==> src/rtl/pss_pkg.sv <==
// Types and constants shared by the PSS detector and its tracking controller.
package pss_pkg;

  localparam int unsigned SSB_INTERVAL_DEFAULT = 38400;

  typedef enum logic [1:0] {
    SEARCH = 2'd0,
    FIND   = 2'd1,
    PAUSE  = 2'd2
  } pss_mode_t;

  typedef enum logic [1:0] {
    StIdle,
    StSearch,
    StPause,
    StFind
  } trk_state_t;

  // Detector mode presented while the controller sits in a given state.
  function automatic pss_mode_t state2mode(trk_state_t st);
    pss_mode_t m;
    m = PAUSE;
    unique case (st)
      StSearch: m = SEARCH;
      StFind:   m = FIND;
      default:  m = PAUSE;
    endcase
    return m;
  endfunction

endpackage

==> src/rtl/pss_track_ctrl_if.sv <==
// Detector-side bundle: sample strobe and detection results in, mode/request out.
interface pss_track_ctrl_if;
  import pss_pkg::*;

  logic      s_axis_in_tvalid;
  logic[1:0] N_id_2;
  logic      N_id_2_valid;
  pss_mode_t mode;
  logic[1:0] requested_N_id_2;

  modport master (
    input  s_axis_in_tvalid, N_id_2, N_id_2_valid,
    output mode, requested_N_id_2
  );

  modport slave (
    output s_axis_in_tvalid, N_id_2, N_id_2_valid,
    input  mode, requested_N_id_2
  );
endinterface

==> src/rtl/ssb_window_timer.sv <==
// Sample counter since the last anchor, with compare strobes for the end of
// the PAUSE gap and the end of the FIND window.
module ssb_window_timer #(
  parameter int unsigned SSB_INTERVAL    = 38400,
  parameter int unsigned TRACK_TOLERANCE = 100,
  parameter int unsigned CNT_DW          = 16
) (
  input  logic              clk_i,
  input  logic              reset_ni,
  input  logic              strobe_i,
  input  logic              count_en_i,
  input  logic              clr_i,
  input  logic              load_tol_i,
  output logic [CNT_DW-1:0] cnt_o,
  output logic              pause_end_o,
  output logic              find_end_o
);

  localparam logic [CNT_DW-1:0] PauseLast = CNT_DW'(SSB_INTERVAL - TRACK_TOLERANCE - 1);
  localparam logic [CNT_DW-1:0] FindLast  = CNT_DW'(SSB_INTERVAL + TRACK_TOLERANCE);
  localparam logic [CNT_DW-1:0] TolVal    = CNT_DW'(TRACK_TOLERANCE);

  logic [CNT_DW-1:0] cnt_q, cnt_d;
  logic              tick;

  assign tick = count_en_i & strobe_i;

  // Clear/load take priority over the strobe so an anchor never counts it.
  always_comb begin
    cnt_d = cnt_q;
    if (clr_i) begin
      cnt_d = '0;
    end else if (load_tol_i) begin
      cnt_d = TolVal;
    end else if (tick) begin
      cnt_d = cnt_q + 1'b1;
    end
  end

  always_ff @(posedge clk_i or negedge reset_ni) begin
    if (!reset_ni) begin
      cnt_q <= '0;
    end else begin
      cnt_q <= cnt_d;
    end
  end

  assign cnt_o       = cnt_q;
  assign pause_end_o = tick & (cnt_q == PauseLast);
  assign find_end_o  = tick & (cnt_q == FindLast);

endmodule

==> src/rtl/pss_track_ctrl.sv <==
// PSS tracking controller: blind search, then PAUSE/FIND windows one SSB apart.
// Optional hit/drop statistics counters are built when PSS_TRACK_STATS_EN is defined.
module pss_track_ctrl
  import pss_pkg::*;
#(
  parameter int unsigned SSB_INTERVAL    = SSB_INTERVAL_DEFAULT,
  parameter int unsigned TRACK_TOLERANCE = 100,
  parameter int unsigned MAX_MISSES      = 3,
  parameter int unsigned CNT_DW          = $clog2(SSB_INTERVAL + TRACK_TOLERANCE + 1)
) (
  input  logic                     clk_i,
  input  logic                     reset_ni,
  input  logic                     enable_i,
  pss_track_ctrl_if.master         det_io,
`ifdef PSS_TRACK_STATS_EN
  output logic [15:0]              hit_cnt_o,
  output logic [15:0]              drop_cnt_o,
`endif
  output logic                     locked_o,
  output logic [1:0]               N_id_2_o,
  output logic signed [CNT_DW:0]   offset_o,
  output logic                     offset_valid_o
);

  if (TRACK_TOLERANCE >= SSB_INTERVAL / 2) begin : g_bad_tol
    $error("TRACK_TOLERANCE must be below SSB_INTERVAL/2");
  end
  if (MAX_MISSES < 1) begin : g_bad_miss
    $error("MAX_MISSES must be at least 1");
  end

  localparam int unsigned MissW = $clog2(MAX_MISSES + 1);
  localparam logic [CNT_DW:0] SsbWide = (CNT_DW + 1)'(SSB_INTERVAL);

  trk_state_t        state_q, state_d;
  logic [MissW-1:0]  miss_q, miss_d;
  pss_mode_t         mode_q;
  logic [1:0]        nid_q, nid_d;
  logic              locked_q, locked_d;
  logic [CNT_DW:0]   offset_q, offset_d;
  logic              ov_q, ov_d;
  logic              cnt_clr, cnt_load_tol, count_en, hit, drop;
  logic              pause_end, find_end;
  logic [CNT_DW-1:0] cnt;

  assign hit      = det_io.N_id_2_valid;
  assign count_en = (state_q == StPause) || (state_q == StFind);

  ssb_window_timer #(
    .SSB_INTERVAL    (SSB_INTERVAL),
    .TRACK_TOLERANCE (TRACK_TOLERANCE),
    .CNT_DW          (CNT_DW)
  ) u_timer (
    .clk_i       (clk_i),
    .reset_ni    (reset_ni),
    .strobe_i    (det_io.s_axis_in_tvalid),
    .count_en_i  (count_en),
    .clr_i       (cnt_clr),
    .load_tol_i  (cnt_load_tol),
    .cnt_o       (cnt),
    .pause_end_o (pause_end),
    .find_end_o  (find_end)
  );

  always_comb begin
    state_d      = state_q;
    miss_d       = miss_q;
    nid_d        = nid_q;
    locked_d     = locked_q;
    offset_d     = offset_q;
    ov_d         = 1'b0;
    cnt_clr      = 1'b0;
    cnt_load_tol = 1'b0;
    drop         = 1'b0;
    if (!enable_i) begin
      state_d  = StIdle;
      miss_d   = '0;
      locked_d = 1'b0;
      cnt_clr  = 1'b1;
    end else begin
      unique case (state_q)
        StIdle: begin
          miss_d  = '0;
          cnt_clr = 1'b1;
          state_d = StSearch;
        end
        StSearch: begin
          if (hit) begin
            nid_d   = det_io.N_id_2;
            cnt_clr = 1'b1;
            state_d = StPause;
          end
        end
        StPause: begin
          if (pause_end) state_d = StFind;
        end
        StFind: begin
          // A hit on the expiry strobe still counts as a hit.
          if (hit) begin
            offset_d = {1'b0, cnt} - SsbWide;
            ov_d     = 1'b1;
            locked_d = 1'b1;
            miss_d   = '0;
            cnt_clr  = 1'b1;
            state_d  = StPause;
          end else if (find_end) begin
            if ((32'(miss_q) + 32'd1) == MAX_MISSES) begin
              drop     = 1'b1;
              locked_d = 1'b0;
              miss_d   = '0;
              state_d  = StSearch;
            end else begin
              miss_d       = miss_q + 1'b1;
              cnt_load_tol = 1'b1;
              state_d      = StPause;
            end
          end
        end
        default: state_d = StIdle;
      endcase
    end
  end

  always_ff @(posedge clk_i or negedge reset_ni) begin
    if (!reset_ni) begin
      state_q  <= StIdle;
      miss_q   <= '0;
      mode_q   <= PAUSE;
      nid_q    <= '0;
      locked_q <= 1'b0;
      offset_q <= '0;
      ov_q     <= 1'b0;
    end else begin
      state_q  <= state_d;
      miss_q   <= miss_d;
      mode_q   <= state2mode(state_d);
      nid_q    <= nid_d;
      locked_q <= locked_d;
      offset_q <= offset_d;
      ov_q     <= ov_d;
    end
  end

`ifdef PSS_TRACK_STATS_EN
  logic [15:0] hit_cnt_q, drop_cnt_q;

  always_ff @(posedge clk_i or negedge reset_ni) begin
    if (!reset_ni) begin
      hit_cnt_q  <= '0;
      drop_cnt_q <= '0;
    end else begin
      if (ov_d && (hit_cnt_q != 16'hFFFF)) hit_cnt_q <= hit_cnt_q + 1'b1;
      if (drop && (drop_cnt_q != 16'hFFFF)) drop_cnt_q <= drop_cnt_q + 1'b1;
    end
  end

  assign hit_cnt_o  = hit_cnt_q;
  assign drop_cnt_o = drop_cnt_q;
`endif

  assign det_io.mode             = mode_q;
  assign det_io.requested_N_id_2 = nid_q;
  assign locked_o                = locked_q;
  assign N_id_2_o                = nid_q;
  assign offset_o                = offset_q;
  assign offset_valid_o          = ov_q;

endmodule

==> src/flat_wrapper.sv <==
// flat-port wrapper written by rule: the top's interface ports become plain ports
module pss_track_ctrl_flat import pss_pkg::*;
#(
  parameter int unsigned SSB_INTERVAL    = SSB_INTERVAL_DEFAULT,
  parameter int unsigned TRACK_TOLERANCE = 100,
  parameter int unsigned MAX_MISSES      = 3,
  parameter int unsigned CNT_DW          = $clog2(SSB_INTERVAL + TRACK_TOLERANCE + 1)
)
  (clk_i, reset_ni, enable_i, locked_o, N_id_2_o, offset_o, offset_valid_o, det_io_s_axis_in_tvalid, det_io_N_id_2, det_io_N_id_2_valid, det_io_mode, det_io_requested_N_id_2);
  pss_track_ctrl_if det_io_i ();
  input  logic clk_i;
  input  logic reset_ni;
  input  logic enable_i;
  output logic locked_o;
  output logic [1:0] N_id_2_o;
  output logic signed [CNT_DW:0] offset_o;
  output logic offset_valid_o;
  input wire logic [$bits(det_io_i.s_axis_in_tvalid)-1:0] det_io_s_axis_in_tvalid;
  input wire logic [$bits(det_io_i.N_id_2)-1:0] det_io_N_id_2;
  input wire logic [$bits(det_io_i.N_id_2_valid)-1:0] det_io_N_id_2_valid;
  output wire logic [$bits(det_io_i.mode)-1:0] det_io_mode;
  output wire logic [$bits(det_io_i.requested_N_id_2)-1:0] det_io_requested_N_id_2;
  assign det_io_i.s_axis_in_tvalid = det_io_s_axis_in_tvalid;
  assign det_io_i.N_id_2 = det_io_N_id_2;
  assign det_io_i.N_id_2_valid = det_io_N_id_2_valid;
  assign det_io_mode = det_io_i.mode;
  assign det_io_requested_N_id_2 = det_io_i.requested_N_id_2;
  pss_track_ctrl #(.SSB_INTERVAL(SSB_INTERVAL), .TRACK_TOLERANCE(TRACK_TOLERANCE), .MAX_MISSES(MAX_MISSES), .CNT_DW(CNT_DW)) u_core (.clk_i(clk_i), .reset_ni(reset_ni), .enable_i(enable_i), .det_io(det_io_i), .locked_o(locked_o), .N_id_2_o(N_id_2_o), .offset_o(offset_o), .offset_valid_o(offset_valid_o));
endmodule
==> config.mk <==
export PLATFORM = sky130hd
export DESIGN_NAME = pss_track_ctrl_flat
export DESIGN_NICKNAME = d
export VERILOG_FILES = /design/src/rtl/pss_pkg.sv /design/src/rtl/pss_track_ctrl_if.sv /design/src/rtl/ssb_window_timer.sv /design/src/rtl/pss_track_ctrl.sv /design/src/flat_wrapper.sv
export SDC_FILE = /design/constraint.sdc
export NUM_CORES = 1
export LEC_CHECK = 0
export CORE_MARGIN = 2
export CORE_UTILIZATION = 36
export DETAILED_ROUTE_END_ITERATION = 10
export HOLD_SLACK_MARGIN = 0.05
export PLACE_DENSITY_LB_ADDON = 0.05
export REMOVE_ABC_BUFFERS = 1
export SKIP_LAST_GASP = 1
export SYNTH_ARGS = -nofsm -noshare
export SYNTH_HDL_FRONTEND = slang
export SYNTH_SLANG_ARGS = --single-unit
==> constraint.sdc <==
create_clock -name clk_i -period 2.3 [get_ports clk_i]
set_clock_uncertainty 0.05 [all_clocks]
set_input_delay 0.46 -clock clk_i [delete_from_list [all_inputs] [get_ports clk_i]]
set_output_delay 0.46 -clock clk_i [all_outputs]
set_load 0.02 [all_outputs]
# [Yosys cells after proc, flatten, opt, wreduce, memory -nomap -nowiden]
# Cells that the tools add are included.
[word_totals] ff_bits=43
[op_classes] add_sub_neg=4 n_eq_ne=13 n_mux=31 bitwise=3 reduce_logical=8
[ops] operator="16-bit two-way mux" n=3
[ops] operator="16-bit equality test, second input constant" n=2
[ops] operator="32-bit by 2-bit equality test with 1-bit output, second input constant" n=1
[ops] operator="2-bit two-way mux" n=10
[ops] operator="16-bit by 16-bit subtractor with 17-bit output, second input constant" n=1
[ops] operator="16-bit by 1-bit adder with 16-bit output, second input constant" n=1
[ops] operator="1-bit two-way mux" n=14
[ops] operator="3-bit by 1-bit inequality test with 1-bit output, second input constant" n=3
[ops] operator="3-bit AND reduction" n=3
[ops] operator="2-bit case mux with 2 select lines" n=2
[ops] operator="2-bit case mux with 4 select lines" n=1
[ops] operator="2-bit equality test, second input constant" n=3
[ops] operator="2-bit by 1-bit equality test with 1-bit output, second input constant" n=2
[ops] operator="4-bit by 3-bit inequality test with 1-bit output, second input constant" n=1
[ops] operator="2-bit by 1-bit adder with 3-bit output, second input constant" n=1
[ops] operator="1-bit AND" n=3
[ops] operator="3-bit nonzero test" n=1
[ops] operator="2-bit by 1-bit adder with 2-bit output, second input constant" n=1
[ops] operator="2-bit zero test" n=1
[ops] operator="2-bit by 1-bit inequality test with 1-bit output, second input constant" n=1
[ops] operator="1-bit case mux with 2 select lines" n=1
[ops] operator="2-bit AND reduction" n=1
[ops] operator="2-bit OR reduction" n=1
[ops] operator="1-bit logical OR" n=1

# [Longest topological paths before layout]
# Gate-level depths: netlist (run 1).
[logic_depth] ltp_word=10 ltp_mapped=8 ltp_nobuf=7

# [Modules after synthesis]
# A second synthesis (run 1) with hierarchy kept.
[unflattened] cells_unflattened=225 area_unflattened_um2=2128.3
[modules_own_cells] module="pss_track_ctrl" instances=1 cells_per_inst=128 area_each_um2=1243.7 seq_area_each_um2=676.9
[modules_own_cells] module="ssb_window_timer" instances=1 cells_per_inst=97 area_each_um2=884.6 seq_area_each_um2=400.4

# [Worst setup path after synthesis (run 1)]
# No wires, ideal clock.
[synth_path] path_type="reg2reg" start="register u_core.u_timer.cnt_q[0] (netlist: u_core.u_timer.cnt_o[0])" end="register u_core.state_q[0]" setup_ns=0.124 t_arrival_ns=1.416 required_ns=2.126 path_slack_ns=0.710 stages_incl_launch_ff=9 synth_period_minus_slack_ns=1.590 cell_sequence="dfrtp_1 > inv_1 > ha_1 > nand2_1 > nor4_4 > and3_1 > buf_4 > nor3_2 > o31a_1"
[synth_between] elab_chain_cells=6 elab_cells_between_ends=9 classes_between="eq/ne: 2; mux: 5; bitwise: 2"
[synth_rtl] element="start, declared" line_no="ssb_window_timer.sv:23" source="logic [CNT_DW-1:0] cnt_q, cnt_d;"
[synth_rtl] element="start signal, assigned" line_no="ssb_window_timer.sv:44" source="cnt_q <= cnt_d;"
[synth_rtl] element="16-bit equality test" line_no="ssb_window_timer.sv:50" source="assign find_end_o = tick & (cnt_q == FindLast);"
[synth_rtl] element="1-bit AND" line_no="ssb_window_timer.sv:50"
[synth_rtl] element="2-bit two-way mux" line_no="pss_track_ctrl.sv:106" source="end else if (find_end) begin"
[synth_rtl] element="2-bit two-way mux" line_no="pss_track_ctrl.sv:99" source="if (hit) begin"
[synth_rtl] element="2-bit case mux with 4 select lines *" line_no="pss_track_ctrl.sv:81" source="unique case (state_q)"
[synth_rtl] element="2-bit two-way mux *" line_no="pss_track_ctrl.sv:75" source="if (!enable_i) begin"
[synth_rtl] element="named net u_core.state_d[0]" line_no="pss_track_ctrl.sv:35" source="trk_state_t state_q, state_d;"
[synth_rtl] element="end signal, assigned" line_no="pss_track_ctrl.sv:126" source="state_q <= StIdle;"
[synth_rtl] element="end signal, assigned" line_no="pss_track_ctrl.sv:134" source="state_q <= state_d;"
[synth_rtl] element="end, declared" line_no="pss_track_ctrl.sv:35"
# The timed path passes the listed nets; every way through them passes the cells marked *.
# A chain may end at the register's enable or synchronous reset.

# [Worst setup path after layout (run 1)]
[layout_path] start="register u_core.mode_q[1] (netlist: u_core.det_io.mode[1])" end="output det_io_mode[1]"
[layout_lines] element="start, declared" line_no="pss_track_ctrl.sv:37" source="pss_mode_t mode_q;"
[layout_lines] element="start signal, assigned" line_no="pss_track_ctrl.sv:136" source="mode_q <= state2mode(state_d);"
[layout_lines] element="end, declared" line_no="flat_wrapper.sv:21" source="output wire logic [$bits(det_io_i.mode)-1:0] det_io_mode;"
# No word-level cell between the ends.

==> flow_summary.toml, run 1 <==
[status]
status = "finished clean"

[routing]
via_per_inst = 5.02
detail-route-antenna-nets = 0
drc = 0
drt_iter0_drc = 72
num_vias = 1711
finalWirelength_um = 5050
first_pass_iters = 4
wl_per_cell_um = 14.8

[global_routing]
grt_pass1_wl_um = 8280
antenna_found_initial = 0
grt.busiest_layer = "met1"
gr-usage-met2_pct = 23.1
grtUsageMet3_pct = 3.91
grt_pass1_vias = 1626
grtUsageTotal_pct = 16.3
gr-total-overflow = 0
met1_usage_pct = 24.6
grt_max_degree = 44

[clock_network]
clockBufferDepth = 2
cts_made_buffers = 5
cts_tree = "done"
ctsRootBufferMaster = "clkbuf_8"
clk_latency_ns = 0.30
cts_sinks = 43
ctsHtreeMaxLevel = 2
cts_resized = 0
cts_setup_buffers = 0
hold_buffers = 0
clk_pin_slew_worst_paths_ns = 0.08

[run]
cap_violations = 0

[logic_synthesis]
yosysMostFrequentCell = "nand2_1"
netlist_area_mm2 = 0.00223
syn_inst = 235
synth_top_area_cell = "dfrtp_1"
yosys_warnings = 0
synth_commonest_cells = "46 x nand2_1, 42 x dfrtp_1, 17 x nor2_1"
synth_seq_area_share_pct = 48.3
synth_flop_cell = "dfrtp_1"
synth_top_area_share_pct = 47.2
synth-seq-cells = 43
avgSynthCellArea_um2 = 9.48
synth.distinct_cells = 50
synthArstFlopShare_pct = 100
synth_enable_flop_cells = 0
ys_top_cells_by_area = "dfrtp_1 47%, nand2_1 7.7%, xor2_1 3.5%"

[setup_path]
cp_max_fo = 1
cp_slowest_cell = "clkdlybuf4s50_1"
r2r-start = "u_core.u_timer.cnt_o[0]"
crit_family = "buffers and inverters"
crit_path_start = "u_core.det_io.mode[1]"
path_class = "register to primary output"
required_ns = 1.79
crit_buf_inv = 1
arrival_ns = 1.39
critPathCaptureType = "primary output"
crit_chain = "clkdlybuf4s50_1"
critPathMaxStageDelay_ns = 0.59
rrSetupSlack_ns = 0.43
start_kind = "register"

[power]
power.leakage_nw = 1.12
max-vdd-ir-drop_mv = 0.339
p_per_area_mw_per_mm2 = 603

[placement]
gp_congestion = 0.773
placed_cells = 333
numPortBuffers = 31
post-dp-hpwl_um = 3600

[sta]
slew_headroom_pct = 62.9
rsz0062_at_grt = "no"
fin_crit_sh_pct = 82.7
layout_min_cycle_time_ns = 1.90
hold_viol_final = 0
worstMarginPinSlew_ns = 0.557
drv_slew = 0
setup_viol = 0
setup_tns_ns = 0
fmax_ghz = 0.526

[cells_and_area]
fill_cells = 607
drive_above_1_share_pct = 12.0
area_growth_pct = 20.8
antenna_cells = 0
nets = 275
fin_cells = 341

[die]
fp.dieW_um = 82.7
io_pins = 32
floorplan.rows = 28
die_y_um = 82.7
dieArea_mm2 = 0.00684
start_util_pct = 37.4
core-area_mm2 = 0.00596

[worst_hold_path]
hp-class = "input port to asynchronous set/reset pin"
## logic make-up after synthesis
logic type | Yosys count | synth area share [%]
buf+inv | 23 | 5.11
compound gates | 37 | 10.9
flops | 43 | 48.3
mux | 3 | 1.46
simple gates | 111 | 26.6
xor+xnor | 15 | 5.90
fa+ha+maj | 3 | 1.68
## final timing paths
path	endpoint	cells after the start
setup / recovery	det_io_mode[1]	1
hold / removal	u_core.u_timer.cnt_o[8]	2
setup reg to reg	u_core.state_q[0]	7
hold reg to reg	u_core.offset_o[4]	2
max in group asynchronous	u_core.u_timer.cnt_o[4]	2
min in group clk_i	u_core.offset_o[4]	2
## per-stage QoR
stage	instance area, µm²	setup slack, ns	hold WS (ns)	utilization, %	power, mW
3_3_place_gp	2600	0.124	0.407	43.7	1.14
2_1_floorplan	2140	0.327	0.114	-	0.978
6_report	2690	0.397	0.187	45.2	1.62
3_5_place_dp	2600	0.0975	0.411	43.7	1.14
4_1_cts	2690	0.385	0.213	45.2	1.64
5_1_grt	2690	0.271	0.238	45.2	1.70
## layout by cell type, fill, tap and decap left out, drive strengths merged, types with 7 or more instances in the layout
master / netlist / layout
a21oi: 10 / 10
inv: 7 / 7
nand2: 49 / 49
nand3: 7 / 7
buf: 14 / 9
clkbuf: 2 / 7
nor2: 18 / 18
dfrtp: 42 / 42
o21ai: 13 / 13
nand4: 12 / 12
clkdlybuf4s50: 0 / 30
xor2: 9 / 9
## area by class of cell
| class | instances | area (µm²) | area share (%) |
|---|---|---|---|
| clock buffers | 7 | 86.3 | 3.21 |
| repair buffers | 39 | 365 | 13.6 |
| clock inverters | 1 | 5.00 | 0.186 |
| multi-input cells | 169 | 1040 | 38.5 |
| well taps | 75 | 93.8 | 3.49 |
| flip-flops and latches | 43 | 1080 | 40.0 |
| inverters | 7 | 26.3 | 0.976 |
## layer usage
layer	wire length, µm	vias up	share of wire (%)
met5	0	-	0
met4	70	0	1.4
met3	176	7	3.5
met2	2140	34	42
met1	2670	807	53
li1	-	863	-
## registers in the layout (all words and copies together) (netlist names)
| name | count |
|---|---|
| u_core.state_q | 2 |
| u_core.locked_o | 1 |
| u_core.N_id_2_o | 2 |
| u_core.miss_q | 2 |
| u_core.u_timer.cnt_o | 16 |
| u_core.det_io.mode | 2 |
| u_core.offset_o | 17 |
| u_core.offset_valid_o | 1 |
## power by group
part / internal (mW) / switching (mW)
clock network: 0.243 / 0.260
registers: 0.802 / 0.0342
logic: 0.135 / 0.148
Power figures use the tool's default switching activity.
==> inputs of run 2 (changes only) <==
- clock period: 2.3 -> 1.7 ns (I/O delays scaled with it)
==> run 2 against run 1 <==
Effect of this change: the flow now finishes with violations (negative setup slack); worst hold slack gained 0.24 ns; global-route usage grew 1.2 points; cell count grew 13%; via count grew 11%; power grew 35%; critical path depth grew 6; design area grew 19%; critical endpoint is now u_core.state_q[0].
==> flow_summary.toml, run 2 (synthesized netlist as in run 1, its figures left out) <==
[die]
dieArea_mm2 = 0.00684
floorplan.rows = 28
start_util_pct = 37.4
core-area_mm2 = 0.00596
io_pins = 32
fp.dieW_um = 82.7
die_y_um = 82.7

[status]
violations = "negative setup slack"
status = "complete, but fails checks"

[routing]
finalWirelength_um = 5520
drc = 0
detail-route-antenna-nets = 0
first_pass_iters = 4
num_vias = 1898
via_per_inst = 4.90
drt_iter0_drc = 96
wl_per_cell_um = 14.3

[setup_path]
arrival_ns = 1.88
required_ns = 1.83
r2r-end = "u_core.state_q[0]"
r2r_cells = 7
critPathCaptureType = "register"
path_class = "register to register"
rrSetupSlack_ns = -0.05
cp_max_fo = 6
r2r-start = "u_core.u_timer.cnt_o[1]"
start_kind = "register"

[placement]
post-dp-hpwl_um = 4030
placed_cells = 373
numPortBuffers = 31
place_ws_ns = -0.346
gp_congestion = 0.795
placed_area_mm2 = 0.00291

[clock_network]
cts_tree = "done"
cts_made_buffers = 5
clk_latency_ns = 0.29
ctsRootBufferMaster = "clkbuf_8"
cts_sinks = 43
clk_pin_slew_worst_paths_ns = 0.08
ctsHtreeMaxLevel = 2
clockBufferDepth = 2

[global_routing]
grt_pass1_vias = 1766
grt_max_degree = 21
gr-total-overflow = 0
grt_pass1_wl_um = 8840
grtUsageTotal_pct = 17.5
antenna_found_initial = 0

[worst_hold_path]
hold-path-cell-count = 2
hp-class = "register to register"
min_to = "u_core.offset_o[7]"
hp-start = "u_core.offset_o[7]"

[power]
max-vdd-ir-drop_mv = 0.374
power.leakage_nw = 1.52
p_per_area_mw_per_mm2 = 685

[cells_and_area]
drive_above_1_share_pct = 31.1
final_cell_area_mm2 = 0.00320
final_cell_mix = "50 x buf_4, 45 x nand2_1, 38 x dfrtp_1, 19 x clkdlybuf4s50_1, 17 x nor2_1"
nets = 321
antenna_cells = 0
largest_reg_flops = 17
area_growth_pct = 43.4
fin_cells = 387
layout_commonest_cell = "buf_4"

[sta]
drv_slew = 0
hold_viol_final = 0
worstMarginPinSlew_ns = 0.465
fin_crit_sh_pct = 103
setup_viol = 1
slew_headroom_pct = 69.0
rsz0062_at_grt = "yes"
fmax_ghz = 0.572
layout_min_cycle_time_ns = 1.75
worst_slack_ns = -0.0485

[run]
cap_violations = 0
[run 2: worst max-delay path by stage]
stage,start,endpoint,slack [ns],cells after the start
after detailed placement,det_io_s_axis_in_tvalid,u_core.state_q[0],-0.35,6
after floorplan,u_core.state_q[0],u_core.offset_o[16],-0.27,4
final,u_core.u_timer.cnt_o[1],u_core.state_q[0],-0.05,7
after CTS,u_core.u_timer.cnt_o[1],u_core.u_timer.cnt_o[1],0.01,8
after global routing,u_core.u_timer.cnt_o[1],u_core.state_q[0],-0.11,7
after global placement,det_io_s_axis_in_tvalid,u_core.state_q[0],-0.30,6
[run 2: layout make-up]
class / count / area (µm²)
clock buffers: 6 / 72.6
clock inverters: 2 / 12.5
fillers: 562 / 2760
inverters: 7 / 26.3
multi-input cells: 169 / 1150
flip-flops and latches: 43 / 1080
well taps: 75 / 93.8
repair buffers: 85 / 757
[run 2: timing repair]
item | CTS | global route
resized for setup | 3 | 38
hold buffers | 1 | 0
hold endpoints to repair | 18 | 0
endpoints found under the setup margin | 8 | 33
gates cloned | 0 | 0
pin swaps | 0 | 15
setup buffers | 1 | 4
[run 2: stage by stage]
stage                     TNS, ns  hold slack [ns]  util [%]  total power [mW]
after global routing        -1.35            0.455      53.7              2.32
after CTS                       0            0.438      50.7              2.22
after detailed placement    -5.77            0.271      48.9              1.57
after floorplan            -0.703         -0.00559         -              1.32
final                     -0.0485            0.427      53.7              2.19
after global placement      -5.65            0.276      48.9              1.56
[run 2: worst max-delay path, stage by stage, from the launching register on]
cell	delay [ns]
dfrtp_1	0.42
inv_2	0.10
ha_4	0.15
nand2_4	0.05
nor4_4	0.25
and3_4	0.31
nor3_4	0.05
o31a_1	0.25
[run 2: per-layer routing]
metal  vias to the layer above  track usage (%)  wire [µm]
li1                        959                -          -
met1                       902             26.6       2950
met2                        30             25.1       2350
met3                         7             3.59        169
met4                         0             4.43         55
met5                         -                0          0
[run 2: where the power goes]
| group | switching, mW | internal [mW] | leakage, nW |
|---|---|---|---|
| Combinational | 0.223 | 0.201 | 0.903 |
| Sequential | 0.0378 | 1.09 | 0.575 |
| Clock | 0.355 | 0.287 | 0.0412 |
| Total | 0.616 | 1.57 | 1.52 |
